## src/rtl/mem_arbiter.sv

```systemverilog
// -----------------------------------------------------------------------------
// mem_arbiter
//   Shares the single mem/sram access port between N_REQ requesters using a
//   round-robin grant with a per-owner burst lock. While another requester is
//   waiting, an owner gets at most MAX_BURST beats per grant (0 = unlimited).
//   The mem_* outputs drive the memory directly from the current owner.
//
// Parameters
//   N_REQ      number of requesters (2..4)
//   MAX_BURST  max beats per grant while another requester waits; 0 = unlimited
//   CNT_W      beat-counter width, must hold MAX_BURST
//
// Ports
//   clk, rst      clock; synchronous active-low reset
//   req_i         per-requester request, held high for the whole burst
//   req_we_i      per-requester write enable
//   req_addr_i    flattened 32-bit addresses (requester k at [32k+31:32k])
//   req_width_i   flattened 4-bit byte widths
//   req_data_i    flattened 32-bit write data
//   gnt_o         registered one-hot grant
//   ack_o         beat completed this cycle (gnt_o & req_i)
//   rdata_o       read data from memory, valid while ack_o is set
//   busy_o        arbiter is in GRANT
//   mem_*_o       memory command outputs; mem_data_i is the memory read data
// -----------------------------------------------------------------------------
module mem_arbiter #(
  parameter int N_REQ     = 2,
  parameter int MAX_BURST = 16,
  parameter int CNT_W     = 5
) (
  input  logic                clk,
  input  logic                rst,
  input  logic [N_REQ-1:0]    req_i,
  input  logic [N_REQ-1:0]    req_we_i,
  input  logic [N_REQ*32-1:0] req_addr_i,
  input  logic [N_REQ*4-1:0]  req_width_i,
  input  logic [N_REQ*32-1:0] req_data_i,
  output logic [N_REQ-1:0]    gnt_o,
  output logic [N_REQ-1:0]    ack_o,
  output logic [31:0]         rdata_o,
  output logic                busy_o,
  output logic                mem_ce_o,
  output logic                mem_we_o,
  output logic [31:0]         mem_addr_o,
  output logic [3:0]          mem_width_o,
  output logic [31:0]         mem_data_o,
  input  logic [31:0]         mem_data_i
);

  localparam int IDX_W = (N_REQ > 1) ? $clog2(N_REQ) : 1;
  // Counter stops here; with an unlimited burst it simply parks at all-ones.
  localparam logic [CNT_W-1:0] SAT  = (MAX_BURST == 0) ? {CNT_W{1'b1}} : CNT_W'(MAX_BURST);
  localparam logic [CNT_W-1:0] LAST = CNT_W'(MAX_BURST - 1);

  typedef enum logic {IDLE, GRANT} state_t;

  state_t           state;
  logic [IDX_W-1:0] owner;
  logic [IDX_W-1:0] ptr;
  logic [CNT_W-1:0] beat_cnt;

  logic             beat;
  logic             other_pend;
  logic             limit_hit;
  logic [IDX_W-1:0] owner_next;
  logic [IDX_W-1:0] pick_idle;
  logic [IDX_W-1:0] pick_other;
  logic [N_REQ-1:0] others;

  function automatic logic [N_REQ-1:0] onehot(input logic [IDX_W-1:0] idx);
    return N_REQ'(1) << idx;
  endfunction

  // First set bit of mask scanning start, start+1, ... wrapping at N_REQ.
  function automatic logic [IDX_W-1:0] rr_pick(input logic [N_REQ-1:0] mask,
                                               input logic [IDX_W-1:0] start);
    logic [IDX_W-1:0] pick;
    logic [IDX_W-1:0] idx;
    logic             found;
    pick  = '0;
    found = 1'b0;
    for (int i = 0; i < N_REQ; i++) begin
      idx = IDX_W'((int'(start) + i) % N_REQ);
      if (!found && mask[idx]) begin
        pick  = idx;
        found = 1'b1;
      end
    end
    return pick;
  endfunction

  assign ack_o  = gnt_o & req_i;
  assign beat   = |ack_o;
  assign busy_o = (state == GRANT);

  // Scanning from owner+1 with the owner masked out serves both release cases:
  // a dropped request is already clear, and a limit release must skip the owner.
  always_comb begin
    others     = req_i & ~onehot(owner);
    other_pend = |others;
    owner_next = (owner == IDX_W'(N_REQ - 1)) ? '0 : owner + 1'b1;
    pick_idle  = rr_pick(req_i, ptr);
    pick_other = rr_pick(others, owner_next);
    limit_hit  = (MAX_BURST != 0) && beat && (beat_cnt >= LAST);
  end

  // Arbitration FSM: grant, burst counting and release/hand-over.
  always_ff @(posedge clk) begin
    if (!rst) begin
      state    <= IDLE;
      gnt_o    <= '0;
      owner    <= '0;
      ptr      <= '0;
      beat_cnt <= '0;
    end else begin
      case (state)
        IDLE: begin
          if (|req_i) begin
            state    <= GRANT;
            owner    <= pick_idle;
            gnt_o    <= onehot(pick_idle);
            beat_cnt <= '0;
          end
        end
        GRANT: begin
          if (!beat) begin
            ptr      <= owner_next;
            beat_cnt <= '0;
            if (other_pend) begin
              owner <= pick_other;
              gnt_o <= onehot(pick_other);
            end else begin
              state <= IDLE;
              gnt_o <= '0;
            end
          end else if (limit_hit && other_pend) begin
            // Limit reached with someone waiting: this beat completes, then hand over.
            ptr      <= owner_next;
            owner    <= pick_other;
            gnt_o    <= onehot(pick_other);
            beat_cnt <= '0;
          end else if (beat_cnt != SAT) begin
            beat_cnt <= beat_cnt + 1'b1;
          end
        end
        default: begin
          state <= IDLE;
          gnt_o <= '0;
        end
      endcase
    end
  end

  // Memory command mux: only an acked owner reaches the memory port.
  always_comb begin
    mem_ce_o    = 1'b0;
    mem_we_o    = 1'b0;
    mem_addr_o  = '0;
    mem_width_o = '0;
    mem_data_o  = '0;
    for (int k = 0; k < N_REQ; k++) begin
      if (ack_o[k]) begin
        mem_ce_o    = 1'b1;
        mem_we_o    = req_we_i[k];
        mem_addr_o  = req_addr_i[32*k +: 32];
        mem_width_o = req_width_i[4*k +: 4];
        mem_data_o  = req_data_i[32*k +: 32];
      end
    end
  end

  assign rdata_o = beat ? mem_data_i : '0;

endmodule

```

## config.mk

```make
export PLATFORM = sky130hd
export DESIGN_NAME = mem_arbiter
export DESIGN_NICKNAME = d
export VERILOG_FILES = /design/src/rtl/mem_arbiter.sv
export SDC_FILE = /design/constraint.sdc
export NUM_CORES = 1
export LEC_CHECK = 0
export ABC_AREA = 1
export CAP_MARGIN = 20
export CORE_AREA = 2 2 108 110
export DETAILED_ROUTE_END_ITERATION = 8
export DIE_AREA = 0 0 110 112
export MAX_ROUTING_LAYER = met4
export PLACE_DENSITY = 0.7
export RECOVER_POWER = 25
export SKIP_LAST_GASP = 1
export SLEW_MARGIN = 40
export SYNTH_ARGS = -nofsm -noshare
export SYNTH_HDL_FRONTEND = slang
export SYNTH_SLANG_ARGS = --single-unit
```

## constraint.sdc

```tcl
create_clock -name clk -period 2.6 [get_ports clk]
set_input_delay 0.52 -clock clk [delete_from_list [all_inputs] [get_ports clk]]
set_output_delay 0.52 -clock clk [all_outputs]
set_load 0.02 [all_outputs]
```

==> run_results.csv <==
group,metric,value,unit
setup_path,crit_path_max_incr_delay,480,ps
place,routabilityCongestion,0.982,
route,via_count,3590,
run,max_cap_viol_count,0,
setup_path,worst-setup-path-type,"primary input to output pin",
global_route,wire_length_of_the_first_global_routing_pass,15700,µm
timing,unrepaired_setup_endpoints_after_global_routing,"true",
pwr,clock_group_share_of_total_power,21.0,%
place,buffer_ports.inserted,280,
timing,fin_tns_setup,0,ps
floorplan,die_x,110,µm
global_route,global_route.overflow_total,0,
synth,synth.avg_cell_area,4.67,µm²
clock_tree,buffer_type_at_the_clock_tree_root,"clkbuf_16",
setup_path,cells_along_the_critical_path,"clkdlybuf4s50_1 -> nand2_1 -> inv_2 -> buf_12 -> buf_12 -> nand3_1 -> nand2_1 -> clkdlybuf4s15_1",
setup_path,cpMaxStageDelayCell,"clkdlybuf4s50_1",
synth,netlist_top_cells_count,"165 x nand2_1, 80 x nand3_1, 49 x nor2_1",
final_layout,postLayoutCoreUtil,43.8,%
synth,yosys-top-cells-area,"nand2_1 33%, nand3_1 22%, dfxtp_1 11%, nor2_1 9.9%, inv_1 8.3%",
clock_tree,cts.path.max_buffers,2,
final_layout,drive_above_1_share,8.20,%
synth,ys_dominant_reg_cell,"dfxtp_1",
synth,synth-edff-count,0,
synth,synthesized_cell_area,0.00186,mm²
floorplan,dieHeight,112,µm
timing,final_max_slew_viol_count,0,
timing,timing.final.setup_violations,0,
clock_tree,cts_hold_buf,0,
setup_path,critical_path_required,2080,ps
pwr,pwr-share-comb,65.1,%
route,wire_per_inst,12.8,µm
synth,synth_warnings,0,
pwr,reported_leakage_power,2.66,nW
synth,synth_cell_types,21,
route,post-route-drc-count,0,
final_layout,finish.instance_area,0.00490,mm²
clock_tree,clock_latency,240,ps
route,firstDrtPassIters,4,
route,detail-route-antenna-nets,0,
place,placed_cells_incl_taps,823,
global_route,globalRouteTotalUtil,16.2,%
final_layout,area_delta_synth_final,163,%
place,detailedPlacementHpwl,9030,µm
setup_path,worst-endpoint-arrival,2010,ps
pwr,seq_power_share,13.8,%
final_layout,fin_nets,862,
synth,seq_area_frac_synth,10.8,%
final_layout,antenna_diode_count,0,
clock_tree,cts_setup_buffers,0,
global_route,pin_count_of_the_biggest_net_entering_global_routing,40,
timing,period_needed,2530,ps
clock_tree,htree_num_levels,1,
synth,post-synth-top-area-fraction,33.3,%
timing,worst_clock_skew,0.673,ps
floorplan,initial_util,16.6,%
route,finalWirelength,10600,µm
synth,yosysMostFrequentCell,"nand2_1",
synth,syn_inst,398,
synth,mappedNetlistNets,575,
outcome,status,"completed",
place,dpl-instance-area,0.00504,mm²
floorplan,row_count,39,
timing,timing.hold.ws,481,ps
pwr,switchingPower,0.490,mW
timing,max_freq,395,MHz
pwr,p_sw_share,37.8,%
final_layout,fillerInstances,1175,
clock_tree,clk_transition_reported_paths,40,ps
setup_path,start_kind,"primary input",
global_route,first_global_vias,3486,
floorplan,io_pins,281,
hold_path,timing.hold.worst.class,"register to register",
clock_tree,clock_net_sink_count,10,
place,preCtsSetupSlack,-252,ps
final_layout,stdcell_count,826,
synth,synth_largest_area_cell,"nand2_1",
pwr,ir_worst_vdd,122,µV
timing,hold_viol_final,0,
floorplan,core_region_area,0.0112,mm²
floorplan,die-area,0.0123,mm²
setup_path,crit_path_end_kind,"output pin",
global_route,number_of_antenna_violations_at_the_first_check_in_global_routing,0,
setup_path,path_max_fanout,23,
synth,ys_seq_elements,10,
timing,tightestPinTransition,328,ps
timing,layout_worst_path_cycle_share,97.3,%
route,route.detailed.vias_per_inst,4.35,
pwr,power.density_cell_area,264,mW/mm²
clock_tree,cts_buffers,3,
timing,timing.max_slew.rel_slack,78.0,%
timing,post-route-worst-setup-slack,69.1,ps
clock_tree,tritoncts,"done",
route,drt-initial-drc-count,190,
synth,async_flop_share,0,%
pwr,cell_internal_pwr,0.805,mW
pwr,report.power.total,1.29,mW
[power by group through the flow]
stage | Sequential, mW | Combinational [mW] | Clock, mW
after global placement | 0.180 | 0.928 | 0
final | 0.179 | 0.843 | 0.273
after detailed placement | 0.181 | 0.937 | 0
after global routing | 0.181 | 0.914 | 0.289
after floorplan | 0.184 | 0.345 | 0
after CTS | 0.179 | 0.863 | 0.278
[worst max-delay path: cells and delay by family]
family	cells	cell delay, ps
buffers and inverters	5	1180
and+or+nand+nor	3	290
[state kept, by name (all words and copies together), names as in the netlist]
signal	count
beat_cnt	5
busy_o	1
gnt_o	2
owner	1
ptr	1
[cells by family (layout without fill, tap and decap cells)]
kind of cell | Yosys count | in the layout | synth area share (%)
compound gates | 7 | 7 | 1.88
xor+xnor | 1 | 1 | 0.471
fa+ha+maj | 3 | 3 | 2.02
buf+inv | 70 | 355 | 14.3
flops | 10 | 10 | 10.8
simple gates | 307 | 307 | 70.6
[layout make-up]
cell class / count / area, µm² / share of cell area [%]
clock buffers: 3 / 75.1 / 1.53
well taps: 143 / 179 / 3.65
repair buffers: 306 / 2910 / 59.3
flip-flops and latches: 10 / 200 / 4.09
inverters: 46 / 175 / 3.58
multi-input cells: 318 / 1360 / 27.8
[metal layers]
metal | wire, µm | part of all wire, % | GRT usage, %
met5 | 0 | 0 | -
met4 | 223 | 2.1 | 4.64
met3 | 1100 | 10 | 2.81
met2 | 5320 | 50 | 30.0
met1 | 3910 | 37 | 17.2
[final timing paths]
path,start,to,slack [ps],cells past startpoint
worst max-delay path,req_i[0],mem_addr_o[10],70,8
worst min-delay path,gnt_o[0],gnt_o[0],480,2
worst max register to register,gnt_o[1],beat_cnt[4],690,10
worst min register to register,gnt_o[0],gnt_o[0],480,2
[repair_timing]
action / 4_1_cts / 5_1_grt
endpoints found under the hold margin: 0 / 0
endpoints found under the setup margin: 103 / 61
cloned: 0 / 0
gates resized for setup: 104 / 84
[layout by cell type (no fill, tap or decap), types with 2 or more instances in the layout]
cell | Yosys | layout
nand2_4 | 3 | 2
clkbuf_16 | 0 | 3
nand3_1 | 80 | 81
dlygate4sd2_1 | 0 | 44
nand2_1 | 165 | 167
dfxtp_1 | 10 | 10
o21ai_0 | 2 | 2
clkbuf_1 | 19 | 7
dlygate4sd3_1 | 0 | 2
inv_1 | 41 | 41
clkbuf_2 | 0 | 19
buf_12 | 0 | 8
nand2_2 | 3 | 2
clkdlybuf4s50_1 | 0 | 174
ha_1 | 3 | 3
nor2_1 | 49 | 50
a21oi_1 | 4 | 4
buf_4 | 0 | 17
inv_2 | 5 | 4
nor3_1 | 3 | 3
clkdlybuf4s15_1 | 0 | 35
(Power assumes the default switching activity.)
